==> src/rtl/serial_add_scheduler.sv <==
// Purpose: shares one LSB-first serial adder among N_REQ requesters; SADD_RR_EN selects round-robin arbitration.
// Latency: grant in cycle t, W bit cycles t+1..t+W, rsp_vld from t+W+1 (plus one cycle per ser_hold cycle).
// Backpressure: ser_hold stalls bit issue; rsp_rdy low holds the result in DONE; no grant until the result is taken.
module serial_add_scheduler #(
   parameter int N_REQ = 2,
   parameter int W     = 8,
   parameter int ID_W  = $clog2(N_REQ)
) (
   input  logic               clk,
   input  logic               rst,
   input  logic [N_REQ-1:0]   req_vld,
   output logic [N_REQ-1:0]   req_rdy,
   input  logic [N_REQ*W-1:0] req_a,
   input  logic [N_REQ*W-1:0] req_b,
   output logic               rsp_vld,
   input  logic               rsp_rdy,
   output logic [ID_W-1:0]    rsp_id,
   output logic [W-1:0]       rsp_sum,
   input  logic               ser_hold,
   output logic               ser_vld,
   output logic               ser_a,
   output logic               ser_b,
   output logic               ser_last,
   input  logic               ser_sum
);

   localparam int CNT_W = $clog2(W);

   typedef enum logic [1:0] {IDLE, SHIFT, DONE} state_t;

   state_t           state_q, state_d;
   logic [CNT_W-1:0] cnt_q;
   logic [W-1:0]     op_a_q, op_b_q;
   logic [W-1:0]     acc_q, acc_d;
   logic [ID_W-1:0]  id_q;
   logic [ID_W-1:0]  gnt_id;
   logic             gnt_any;
   logic             grant;
   logic             last_bit;
   logic [W-1:0]     sel_a, sel_b;

   assign last_bit = (cnt_q == CNT_W'(W - 1));
   assign grant    = (state_q == IDLE) && gnt_any;

`ifdef SADD_RR_EN
   logic [ID_W-1:0] ptr_q;

   // Round-robin pick: search starts at the pointer and wraps.
   always_comb begin
      logic [ID_W-1:0] idx;
      gnt_any = 1'b0;
      gnt_id  = '0;
      idx     = '0;
      for (int k = 0; k < N_REQ; k++) begin
         idx = ID_W'((int'(ptr_q) + k) % N_REQ);
         if (!gnt_any && req_vld[idx]) begin
            gnt_any = 1'b1;
            gnt_id  = idx;
         end
      end
   end

   // Pointer moves past the requester just granted.
   always_ff @(posedge clk or posedge rst) begin
      if (rst) begin
         ptr_q <= '0;
      end else if (grant) begin
         ptr_q <= (gnt_id == ID_W'(N_REQ - 1)) ? '0 : gnt_id + 1'b1;
      end
   end
`else
   // Fixed priority pick: lowest index wins.
   always_comb begin
      logic [ID_W-1:0] idx;
      gnt_any = 1'b0;
      gnt_id  = '0;
      idx     = '0;
      for (int k = 0; k < N_REQ; k++) begin
         idx = ID_W'(k);
         if (!gnt_any && req_vld[idx]) begin
            gnt_any = 1'b1;
            gnt_id  = idx;
         end
      end
   end
`endif

   // Operand mux for the granted requester.
   always_comb begin
      sel_a = '0;
      sel_b = '0;
      for (int k = 0; k < N_REQ; k++) begin
         if (gnt_id == ID_W'(k)) begin
            sel_a = req_a[k*W +: W];
            sel_b = req_b[k*W +: W];
         end
      end
   end

   // Accumulator with the current sum bit merged in.
   always_comb begin
      acc_d        = acc_q;
      acc_d[cnt_q] = ser_sum;
   end

   // State register; reset aborts any transfer in flight.
   always_ff @(posedge clk or posedge rst) begin
      if (rst) begin
         state_q <= IDLE;
      end else begin
         state_q <= state_d;
      end
   end

   // Next state and all handshake / serial pin outputs.
   always_comb begin
      state_d  = state_q;
      req_rdy  = '0;
      rsp_vld  = 1'b0;
      ser_vld  = 1'b0;
      ser_a    = 1'b0;
      ser_b    = 1'b0;
      ser_last = 1'b0;
      case (state_q)
         IDLE: begin
            // rst gate keeps req_rdy low while reset is held with requests pending.
            if (gnt_any && !rst) begin
               req_rdy[gnt_id] = 1'b1;
               state_d         = SHIFT;
            end
         end
         SHIFT: begin
            if (!ser_hold) begin
               ser_vld  = 1'b1;
               ser_a    = op_a_q[cnt_q];
               ser_b    = op_b_q[cnt_q];
               ser_last = last_bit;
               if (last_bit) begin
                  state_d = DONE;
               end
            end
         end
         DONE: begin
            rsp_vld = 1'b1;
            if (rsp_rdy) begin
               state_d = IDLE;
            end
         end
         default: state_d = IDLE;
      endcase
   end

   // Operand latch at grant, bit capture while shifting, result publish on the last bit.
   always_ff @(posedge clk or posedge rst) begin
      if (rst) begin
         cnt_q   <= '0;
         op_a_q  <= '0;
         op_b_q  <= '0;
         acc_q   <= '0;
         id_q    <= '0;
         rsp_sum <= '0;
         rsp_id  <= '0;
      end else begin
         if (grant) begin
            op_a_q <= sel_a;
            op_b_q <= sel_b;
            id_q   <= gnt_id;
            cnt_q  <= '0;
         end
         if (ser_vld) begin
            acc_q <= acc_d;
            cnt_q <= cnt_q + 1'b1;
            // Result register only changes when a full word is in, so no partial sum is visible.
            if (last_bit) begin
               rsp_sum <= acc_d;
               rsp_id  <= id_q;
            end
         end
      end
   end

endmodule

==> config.mk <==
export PLATFORM = sky130hd
export DESIGN_NAME = serial_add_scheduler
export DESIGN_NICKNAME = d
export VERILOG_FILES = /design/src/rtl/serial_add_scheduler.sv
export SDC_FILE = /design/constraint.sdc
export NUM_CORES = 1
export LEC_CHECK = 0
export CAP_MARGIN = 5
export CORE_ASPECT_RATIO = 0.7
export CORE_MARGIN = 2
export CORE_UTILIZATION = 25
export CTS_BUF_LIST = sky130_fd_sc_hd__clkbuf_8
export CTS_CLUSTER_SIZE = 10
export DETAILED_ROUTE_END_ITERATION = 7
export SYNTH_ARGS = -nofsm -noshare
export SYNTH_HDL_FRONTEND = slang
export SYNTH_SLANG_ARGS = --single-unit
==> constraint.sdc <==
create_clock -name clk -period 3 [get_ports clk]
set_input_delay 0.45 -clock clk [delete_from_list [all_inputs] [get_ports clk]]
set_output_delay 0.45 -clock clk [all_outputs]
set_load 0.005 [all_outputs]
======== Word level (Yosys, flattened, before mapping) ========
Index checks and enable logic that the tools add are counted.
storage, ports and cells
  output and inout bits ................... 16
  register bits ........................... 39
  logic and storage cells ................. 63
cells by class
  order comparisons ....................... 4
  eq/ne operators ......................... 7
  multiplexer cells ....................... 32
  reduce and logical (&&, ||, !) cells .... 11
  add/subtract/negate cells ............... 1
operators with widths
  kind                 number
  $mux 1               16
  $mux 8               2
  $mux 2               6
  $bwmux 8             1
  $bmux 1 s3           2
  $mux 3               2
  $ne 2x2->1 const B   3
  $pmux 2 s3           1
  $logic_and 1x1->1    5
  $lt 3x4->1 const B   1
  $reduce_and 4->1     1
  $add 3x1->3 const B  1
  $demux 1 s3          1
  $eq 3x3->1 const B   1
  $ge 3x1->1 const B   1
  $eq 2x1->1 const B   1
  $eq 2x2->1 const B   1
  $logic_not 1->1      2
  $logic_not 2->1      1
  $lt 1x2->1 const B   1
  $ne 2x1->1 const B   1
  $reduce_and 2->1     1
  $reduce_bool 2->1    1
  $demux 1 s1          1
  $ge 1x1->1 const B   1

======== Longest topological paths before layout ========
Gate-level depths: netlist of the first run.
  word-level depth ........................ 10
  gate-level depth with buffers ........... 6

======== Least setup slack after synthesis of the first run ========
No wires, ideal clock.
  path type ............................... input -> output
  start point ............................. in rst
  end point ............................... out req_rdy[1]
  data arrival time ....................... 1603 ps
  setup slack ............................. 947 ps
  required time ........................... 2550 ps
  stages .................................. 2
  buffers on the path ..................... 0
  cells stage by stage .................... inv_1 -> and3_1
on the way
  word-level cells in the longest chain between the ends .. 4
RTL lines
  item                       RTL line  source
  from (decl)                10        input logic rst,
  $logic_not 1->1 (no line)  --
  $logic_and 1x1->1          127       if (gnt_any && !rst) begin
  $mux 2                     127
  $mux 2                     124       case (state_q)
  to (decl)                  12        output logic [N_REQ-1:0] req_rdy,
Every way passes these cells.

======== Worst setup path in the final report of the first run ========
  start point ............................. in ser_hold
  end point ............................... out ser_a
on the way
  word-level cells in the longest chain between the ends .. 2
RTL lines
  item         RTL line  source
  from (decl)  19        input logic ser_hold,
  $mux 1       133       if (!ser_hold) begin
  $mux 1       124
  to (decl)    21        output logic ser_a,
Every way passes these cells.

==> results of run 1 <==
==> cell usage in the layout (no fill, tap or decap), types with 2 or more instances in the layout <==
cell type / netlist / final
nand3_1: 6 / 6
ha_1: 2 / 2
a31oi_1: 16 / 16
dfrtp_1: 39 / 39
buf_4: 3 / 8
inv_1: 2 / 2
mux2_1: 8 / 8
clkbuf_8: 0 / 5
nor3_1: 3 / 3
a21o_1: 2 / 2
nor2_1: 12 / 11
nand2b_1: 3 / 3
and3_1: 2 / 2
nand2_1: 5 / 5
o22ai_1: 2 / 2
bufinv_16: 0 / 2
o31a_2: 2 / 2
nor3b_1: 2 / 2
a21oi_1: 27 / 27
nand3b_1: 4 / 4
nor2b_1: 3 / 2
mux2i_1: 32 / 32
a22o_2: 2 / 2
clkdlybuf4s50_1: 0 / 54
==> final timing paths <==
check | startpoint | endpoint
min in group asynchronous | rst | id_q$_DFFE_PP0P_
min | acc_q[0]$_DFFE_PP0P_ | acc_q[0]$_DFFE_PP0P_
max reg2reg | state_q[1]$_DFFE_PP0P_ | cnt_q[2]$_DFFE_PP0P_
max | ser_hold | ser_a
min reg2reg | acc_q[0]$_DFFE_PP0P_ | acc_q[0]$_DFFE_PP0P_
max in group asynchronous | rst | op_b_q[0]$_DFFE_PP0P_
==> critical path, delay by kind of cell <==
kind	cells	cell delay (ps)
compound gates	1	210
simple gates	1	420
buf+inv	2	1040
==> registers in the layout, summed over array words and instances, names as in the netlist <==
name and cells:
cnt_q 3, rsp_id 1, op_a_q 8, op_b_q 8, rsp_sum 8, id_q 1
acc_q 8, state_q 2
==> cells by family after synthesis <==
kind of cell	count (synthesis)	synth area share [%]
DFF	39	46.0
buffers and inverters	21	4.83
adders and majority gates	2	1.18
muxes	41	20.0
and+or+nand+nor	47	13.7
AOI/OAI and AO/OA	51	14.3
==> per-layer routing <==
layer  vias to the layer above  track usage (%)  part of all wire, %  wire (microns)
met2                        39             14.6                   40            1950
met4                         0             3.66                  1.0              49
li1                        830                -                    -               -
met3                         5             3.06                  5.1             244
met5                         -                0                    0               0
met1                       756             16.6                   53            2580
==> power breakdown <==
part,total [mW],leakage (nW),switching [mW],internal [mW]
Sequential,0.902,0.462,0.133,0.768
Clock,0.524,0.0644,0.192,0.332
Combinational,1.10,0.684,0.518,0.584
==> final cells by class <==
type	instances	area share, %
flip-flops and latches	39	33.5
repair buffers	62	20.6
well taps	105	4.51
multi-input cells	141	36.5
inverters	2	0.258
clock buffers	5	2.36
clock inverters	3	2.32
==> summary.txt, run 1 <==
Critical path
  – WP data required: roughly 2600 ps
  – R2R setup slack: approximately 1200 ps
  – CP Cell Sequence: clkdlybuf4s50_1, nor3b_4, o31a_2, clkdlybuf4s50_1
  – CP max stage cell: clkdlybuf4s50_1
  – Crit end category: output pin
  – Critical path class: input port to output pin
  – Arr. time, crit path: between 2000 and 2500 ps
  – Critical path peak fanout: 7
  – Critical path launch point type: input port
  – Crit path largest cell delay: about 550 ps
  – Most frequent cell on the critical path: clkdlybuf4s50_1
  – Worst Reg2Reg Path Length in Cells: 4

STA
  – Worst Tran Pin Value: between 500 and 600 ps
  – Final setup fails: 0
  – Post-layout min period: between 2000 and 3000 ps
  – RSZ-0062 raised after global routing: false
  – Final Max Tran Viols: 0
  – Max Clock Skew: about 9.7 ps
  – Setup TNS: 0 ps
  – PnR worst setup slack: 421 ps
  – Achievable Freq: between 300 and 400 MHz
  – Worst hold slack: 495 ps
  – Final period utilization: between 80 and 90%
  – Fin. Hold Viols: 0
  – Slew HR: between 60 and 70%

Clocking
  – Clock Latency Late Sink: 290 ps
  – H-tree Lvls: 2
  – CTS Buf Count: 5
  – CTS tree: yes
  – Hold-fix buffers, CTS: 0
  – Clock sinks: 39
  – Setup bufs post-CTS: 0
  – CTS clock-pin slew for the worst setup and hold paths: roughly 70 ps
  – Root buf cell: clkbuf_8
  – PostCTS Resize Cnt: 0
  – Clock Tree Buf Depth: 2

Drt
  – Pre-Repair DR Iteration Count: 4
  – Routed WL: about 4800 microns
  – DR DRC count: 0
  – Iter 0 DRT Violations: a little under 70
  – DRT antenna net count: 0
  – Avg WL per Cell: between 10 and 15 microns
  – Vias/cell: ~4.6
  – Via count: roughly 1600

Global routing
  – Largest net degree at the start of global routing: between 40 and 50
  – Vias in the first global route: 1531
  – Tot GR Track Use: roughly 11%
  – Initial antenna violation count: 0
  – Gr ovfl total: 0
  – First-pass GRT wire length: between 7000 and 8000 microns

Die
  – Die width: 114 microns
  – Core area: ~0.0083 sq mm
  – Die Height: approximately 81 microns
  – Die Area: around 0.0093 sq mm
  – I/O Pins: 55
  – Initial Util: between 20% and 30%
  – # rows: 28

Synth
  – Asr flop ratio synth: 100%
  – Synthesized flop and latch total: 39
  – Yosys top cell by area: dfrtp_1
  – Most frequent cells after synthesis: 39 x dfrtp_1, 32 x mux2i_1, 27 x a21oi_1, 16 x a31oi_1, 12 x nor2_1
  – Post-synth cell types: 32
  – Mapped cell area: between 0.002 and 0.0025 sq mm
  – Count leader, synth: dfrtp_1
  – Syn_nets: about 240
  – Syn_area_per_cell: ~11 sq um
  – Synthesized netlist cell count: 201
  – Synth top area share: 46.0%
  – Seq/Total Area, Yosys: between 40% and 50%
  – Number of synthesized flops with an enable pin: 0
  – Main synth FF type: dfrtp_1
  – Synth area leaders: dfrtp_1 46%, mux2i_1 15%, a21oi_1 6.4%, a31oi_1 4.7%, mux2_1 4.2%
  – Synth warn: 0

Pwr
  – Tot Pwr: around 2.5 mW
  – Pwr dens: 867 mW/mm^2
  – LEAKAGE: roughly 1.2 nW
  – VDD IR max: approximately 320 uV

Flow run
  – Max Cap Violations: 0

Final layout
  – Register area: 976 sq um
  – Layout area overhead: 37.4%
  – Share of layout cells above drive strength 1: a little under an eighth
  – Non-Filler Instances: 357
  – Area of the multi-input gates: about 0.0011 sq mm
  – Layout Utilization: 35.0%
  – Final nets: 292
  – Antenna cells: 0
  – Fillers: between 800 and 900
  – Design area: around 0.003 sq mm

Placed design
  – Gpl congestion: 0.713
  – Dpl hpwl: ~3400 microns
  – # placed instances: ~350
  – Pre-CTS WS: 426 ps
  – IO Port Bufs: 54
  – Post-place instance area: approximately 0.0028 sq mm

Run status
  – Run status: complete, no violations

Worst hold path
  – Hold Path Class: flop to flop
  – Min-Delay Path Depth: 1
Note: power is estimated with default switching activity, not from simulation.
==> run 2: changes to the inputs <==
--- a/config.mk
+++ b/config.mk
@@ -6,12 +6,12 @@
 export NUM_CORES = 1
 export LEC_CHECK = 0
 export CAP_MARGIN = 5
-export CORE_ASPECT_RATIO = 0.7
 export CORE_MARGIN = 2
 export CORE_UTILIZATION = 25
 export CTS_BUF_LIST = sky130_fd_sc_hd__clkbuf_8
 export CTS_CLUSTER_SIZE = 10
 export DETAILED_ROUTE_END_ITERATION = 7
+export PLACE_DENSITY = 0.54
 export SYNTH_ARGS = -nofsm -noshare
 export SYNTH_HDL_FRONTEND = slang
 export SYNTH_SLANG_ARGS = --single-unit
==> run 2 against run 1 <==
  * Clock power down 3%
  * Final cell count is the same
  * Wire length decreased by 7.5%
  * Sequential power increased by 4.2%
  * Critical endpoint is now ser_last
  * Largest cell class unchanged
==> summary.txt, run 2 (synthesis results as in run 1) <==
Die
  – Initial Util: 25.8% (+0.38 points)
  – # rows: 33 (+18%)
  – Core area: 0.00822 sq mm (-1.5%)
  – Die Area: 0.00924 sq mm (-0.12%)
  – Die width: 96.1 microns (-16%)
  – Die Height: 96.1 microns (+19%)
  – I/O Pins: 55 (unchanged)

Critical path
  – Critical path class: flop to output pin
  – Crit end category: output pin
  – WP data required: 2550 ps (about the same)
  – CP max stage cell: dfrtp_1
  – Critical path launch point type: flop
  – Arr. time, crit path: 2240 ps (+110 ps)
  – Critical path buffers and inverters: 1 (-1)
  – Worst Reg2Reg Path Length in Cells: 4 (unchanged)
  – Critical path peak fanout: 20 (+13)
  – CP Cell Sequence: ha_1, nor4bb_2, clkdlybuf4s50_1
  – CP delay by family, top: flip-flops
  – Crit path largest cell delay: 750 ps (+200 ps)
  – Worst path depth: 3 (-1)

Final layout
  – Share of layout cells above drive strength 1: 11.1% (-0.40 points)
  – Most frequent cells in the layout: 54 x clkdlybuf4s50_1, 39 x dfrtp_1, 32 x mux2i_1
  – Most common cell after layout, fill and taps aside: clkdlybuf4s50_1
  – Register area: 976 sq um (unchanged)
  – Final nets: 292 (unchanged)
  – Antenna cells: 0 (unchanged)
  – Layout Utilization: 35.3% (+0.36 points)
  – Layout area overhead: 36.8%
  – Fillers: 862 (-1.5%)
  – Area of the multi-input gates: 0.00105 sq mm (-0.82%)

STA
  – RSZ-0062 raised after global routing: false
  – Max Clock Skew: 11.1 ps (+1.46 ps)
  – Setup TNS: 0 ps (unchanged)
  – Final period utilization: 89.7% (+3.7 points)
  – Final Max Tran Viols: 0 (unchanged)
  – Worst Tran Pin Value: 624 ps (+28.6 ps)
  – Worst hold slack: 491 ps (-4.03 ps)
  – Post-layout min period: 2690 ps (+112 ps)
  – Achievable Freq: 372 MHz (-4.2%)
  – Final setup fails: 0 (unchanged)
  – Slew HR: 58.4% (-1.9 points)
  – Fin. Hold Viols: 0 (unchanged)

Pwr
  – LEAKAGE: 1.21 nW (+0.28%)
  – Tot Pwr: 2.47 mW (-2.2%)
  – Pwr dens: 852 mW/mm^2 (-1.7%)
  – VDD IR max: 253 uV (-21%)

Worst hold path
  – Min-Delay Path Depth: 1 (unchanged)
  – Hold Path Class: flop to flop

Placed design
  – Dpl hpwl: 3250 microns (-4.9%)
  – Gpl congestion: 0.671 (-6.0%)
  – IO Port Bufs: 54 (unchanged)

Clocking
  – CTS clock-pin slew for the worst setup and hold paths: 80 ps (about the same)
  – H-tree Lvls: 2 (unchanged)
  – CTS tree: yes
  – Clock sinks: 39 (unchanged)
  – CTS Buf Count: 5 (unchanged)
  – Hold-fix buffers, CTS: 0 (unchanged)
  – PostCTS Resize Cnt: 0 (unchanged)
  – Clock Latency Late Sink: 290 ps (about the same)
  – Root buf cell: clkbuf_8
  – Setup bufs post-CTS: 0 (unchanged)
  – Clock Tree Buf Depth: 2 (unchanged)

Flow run
  – Max Cap Violations: 0 (unchanged)

Drt
  – DRT antenna net count: 0 (unchanged)
  – Routed WL: 4460 microns (-7.5%)
  – Iter 0 DRT Violations: 49 (-29%)
  – DR DRC count: 0 (unchanged)
  – Vias/cell: 4.62 (+1.3%)
  – Pre-Repair DR Iteration Count: 4 (unchanged)
  – Via count: 1651 (+1.3%)
  – Avg WL per Cell: 12.5 microns (-7.5%)

Global routing
  – First-pass GRT wire length: 7510 microns (-4.0%)
  – Gr ovfl total: 0 (unchanged)
  – Vias in the first global route: 1616 (+5.6%)
  – Tot GR Track Use: 10.5% (-0.47 points)
  – Initial antenna violation count: 0 (unchanged)
  – Largest net degree at the start of global routing: 35 (-15%)

Run status
  – Run status: complete, no violations
## run 2: final cells by class
cell class / count / area share (%)
Clock buffer: 5 / 2.37
Clock inverter: 3 / 2.20
Inverter: 2 / 0.259
Multi-Input combinational cell: 141 / 36.3
Sequential cell: 39 / 33.6
Tap cell: 105 / 4.53
Timing Repair Buffer: 62 / 20.7
## run 2: where the power goes
group | internal (mW) | total (mW) | leakage [nW] | switching (mW)
Clock | 0.329 | 0.509 | 0.0695 | 0.180
Sequential | 0.768 | 0.940 | 0.462 | 0.173
Combinational | 0.573 | 1.02 | 0.682 | 0.451
## run 2: stage by stage
step	std cells	setup WS [ps]	area [sq um]
CTS	357	294	2900
global route	357	103	2900
detailed placement	349	389	2770
finish	357	309	2900
floorplan	201	947	2120
global placement	349	414	2770
## run 2: path summary, 6_finish.rpt
check,start,end,slack [ps]
min in group asynchronous,rst,op_a_q[7]$_DFFE_PP0P_,560
min reg2reg,acc_q[5]$_DFFE_PP0P_,acc_q[5]$_DFFE_PP0P_,490
max,cnt_q[2]$_DFFE_PP0P_,ser_last,310
max reg2reg,cnt_q[2]$_DFFE_PP0P_,rsp_id$_DFFE_PP0P_,890
max in group asynchronous,rst,rsp_sum[0]$_DFFE_PP0P_,2050
min,acc_q[5]$_DFFE_PP0P_,acc_q[5]$_DFFE_PP0P_,490
## run 2: routing by layer
metal / share of wire [%] / track usage (%) / routed length [microns] / vias up
li1: - / - / - / 833
met1: 47 / 13.8 / 2110 / 769
met2: 45 / 16.4 / 2030 / 43
met3: 6.1 / 2.98 / 273 / 6
met4: 1.2 / 3.57 / 52 / 0
met5: 0 / 0 / 0 / -
## run 2: worst register-to-register path, delay by kind of cell, from the launching register on
family | cells | cell delay [ps]
adders and majority gates | 1 | 270
buffers and inverters | 1 | 290
DFF | 1 | 750
muxes | 1 | 340
and+or+nand+nor | 1 | 360
==> run 3: changes to the inputs <==
--- a/config.mk
+++ b/config.mk
@@ -11,7 +11,8 @@
 export CTS_BUF_LIST = sky130_fd_sc_hd__clkbuf_8
 export CTS_CLUSTER_SIZE = 10
 export DETAILED_ROUTE_END_ITERATION = 7
-export PLACE_DENSITY = 0.54
+export DONT_BUFFER_PORTS = 1
+export PLACE_DENSITY = 0.45
 export SYNTH_ARGS = -nofsm -noshare
 export SYNTH_HDL_FRONTEND = slang
 export SYNTH_SLANG_ARGS = --single-unit
==> run 3 against run 2 <==
  * Sequential cell count stayed put
  * Hold slack worse by 480 ps
  * Final cell count fell by 16%
  * Setup slack improved by 310 ps
  * Critical endpoint unchanged
  * Largest power group is now sequential cells
==> summary.txt, run 3 (synthesis results as in run 1) <==
STA
  – Slew HR: 59.3% (+0.91 points)
  – Fin. Hold Viols: 0 (unchanged)
  – Setup TNS: 0 ps (unchanged)
  – Max Clock Skew: 8.67 ps (-2.47 ps)
  – Post-layout min period: 2380 ps (-307 ps)
  – Worst hold slack: 12.3 ps (-479 ps)
  – RSZ-0062 raised after global routing: false
  – Final setup fails: 0 (unchanged)
  – Achievable Freq: 419 MHz (+13%)
  – Worst Tran Pin Value: 611 ps (-13.7 ps)
  – Final Max Tran Viols: 0 (unchanged)
  – Final period utilization: 79.5% (-10 points)

Global routing
  – GR Util met3: 3.52% (+0.55 points)
  – Vias in the first global route: 1391 (-14%)
  – Met1 GRT Util: 14.8% (+1.1 points)
  – Grt peak-use layer: met2
  – Gr ovfl total: 0 (unchanged)
  – Tot GR Track Use: 10.6% (+0.079 points)
  – Initial antenna violation count: 0 (unchanged)
  – Met2 Resource Use GR: 15.0% (-1.4 points)
  – First-pass GRT wire length: 7340 microns (-2.2%)
  – Largest net degree at the start of global routing: 35 (unchanged)

Critical path
  – CP delay by family, top: flip-flops
  – Most frequent cell on the critical path: ha_1
  – WP data required: 2550 ps (about the same)
  – CP Cell Sequence: ha_1, ha_1, nor4bb_4
  – Crit end category: output pin
  – Critical path peak fanout: 20 (unchanged)
  – Critical path launch point type: flop
  – Arr. time, crit path: 1930 ps (-310 ps)
  – Critical path class: flop to output pin
  – Crit path largest cell delay: 700 ps (-50 ps)
  – CP max stage cell: dfrtp_1
  – Critical path buffers and inverters: 0 (-1)

Drt
  – Avg WL per Cell: 14.8 microns (+19%)
  – DRT antenna net count: 0 (unchanged)
  – Routed WL: 4460 microns (about the same)
  – Iter 0 DRT Violations: 27 (-45%)
  – DR DRC count: 0 (unchanged)
  – Via count: 1439 (-13%)
  – Vias/cell: 4.78 (+3.4%)
  – Pre-Repair DR Iteration Count: 4 (unchanged)

Final layout
  – Share of layout cells above drive strength 1: 13.8% (+2.7 points)
  – Non-Filler Instances: 301 (-16%)
  – Final nets: 236 (-19%)
  – Fillers: 851 (-1.3%)
  – Most frequent cells in the layout: 39 x dfrtp_1, 32 x mux2i_1, 27 x a21oi_1
  – Design area: 0.00234 sq mm (-19%)
  – Layout area overhead: 10.3%
  – Antenna cells: 0 (unchanged)
  – Most common cell after layout, fill and taps aside: dfrtp_1

Worst hold path
  – Hold Path Class: input port to async pin

Pwr
  – Pwr dens: 958 mW/mm^2 (+12%)
  – LEAKAGE: 0.987 nW (-19%)
  – VDD IR max: 270 uV (+6.9%)

Placed design
  – IO Port Bufs: 0 (-100%)
  – # placed instances: 293 (-16%)
  – Dpl hpwl: 3160 microns (-2.8%)
  – Gpl congestion: 0.723 (+7.8%)
  – Post-place instance area: 0.00222 sq mm (-20%)

Die
  – Core area: 0.00822 sq mm (unchanged)
  – Die width: 96.1 microns (unchanged)
  – # rows: 33 (unchanged)
  – I/O Pins: 55 (unchanged)
  – Initial Util: 25.8% (unchanged)
  – Die Height: 96.1 microns (unchanged)
  – Die Area: 0.00924 sq mm (unchanged)

Clocking
  – PostCTS Resize Cnt: 0 (unchanged)
  – CTS Buf Count: 5 (unchanged)
  – CTS tree: yes
  – H-tree Lvls: 2 (unchanged)
  – Clock sinks: 39 (unchanged)
  – Hold-fix buffers, CTS: 0 (unchanged)
  – Setup bufs post-CTS: 0 (unchanged)
  – Root buf cell: clkbuf_8
  – Clock Tree Buf Depth: 2 (unchanged)
  – Clock Latency Late Sink: 290 ps (about the same)
  – CTS clock-pin slew for the worst setup and hold paths: 80 ps (about the same)

Run status
  – Run status: complete, no violations

Flow run
  – Max Cap Violations: 0 (unchanged)
==> run 3: changes by cell type in the layout (fill, tap and decap cells not counted), sizes merged <==
cell,previous run,this run
buf,8,6
bufinv,2,1
clkbuf,5,6
clkdlybuf4s50,54,0
clkinv,0,2
inv,3,1
==> run 3: final timing paths <==
check | start | slack [ps] | endpoint | depth (start not counted)
worst max-delay path | cnt_q[1]$_DFFE_PP0P_ | 620 | ser_last | 3
worst min-delay path | rst | 10 | op_a_q[4]$_DFFE_PP0P_ | 1
worst max register to register | cnt_q[1]$_DFFE_PP0P_ | 870 | rsp_sum[4]$_DFFE_PP0P_ | 6
worst min register to register | acc_q[3]$_DFFE_PP0P_ | 490 | acc_q[3]$_DFFE_PP0P_ | 1
max in group asynchronous | rst | 2290 | rsp_sum[5]$_DFFE_PP0P_ | 2
min in group clk | req_vld[0] | 230 | id_q$_DFFE_PP0P_ | 1
==> run 3: metal layers <==
layer | vias up | share of wire [%]
li1 | 721 | -
met1 | 665 | 48
met2 | 48 | 43
met3 | 5 | 7.2
met4 | 0 | 0.99
met5 | - | 0
==> run 3: per-stage QoR <==
stage	worst slack (ps)	utilization (%)	power (mW)
6_report	616	28.5	2.24
5_1_grt	474	28.5	2.45
4_1_cts	584	28.5	2.28
3_5_place_dp	882	27.1	1.81
3_3_place_gp	930	27.1	1.80
2_1_floorplan	947	-	1.63
==> run 3: cell type report <==
type                            count  area (sq um)  area share [%]
Clock buffer                        6          82.6            3.53
Tap cell                          105           131            5.61
Clock inverter                      2          35.0            1.50
Inverter                            2          7.51           0.321
Sequential cell                    39           976            41.7
Multi-Input combinational cell    141          1060            45.4
Timing Repair Buffer                6          45.0            1.92
==> run 3: power by group <==
| part | internal [mW] | total, mW | switching [mW] | leakage [nW] |
|---|---|---|---|---|
| Clock | 0.269 | 0.461 | 0.191 | 0.0612 |
| Combinational | 0.396 | 0.783 | 0.386 | 0.464 |
| Sequential | 0.767 | 1.00 | 0.232 | 0.462 |
| Total | 1.43 | 2.24 | 0.810 | 0.987 |
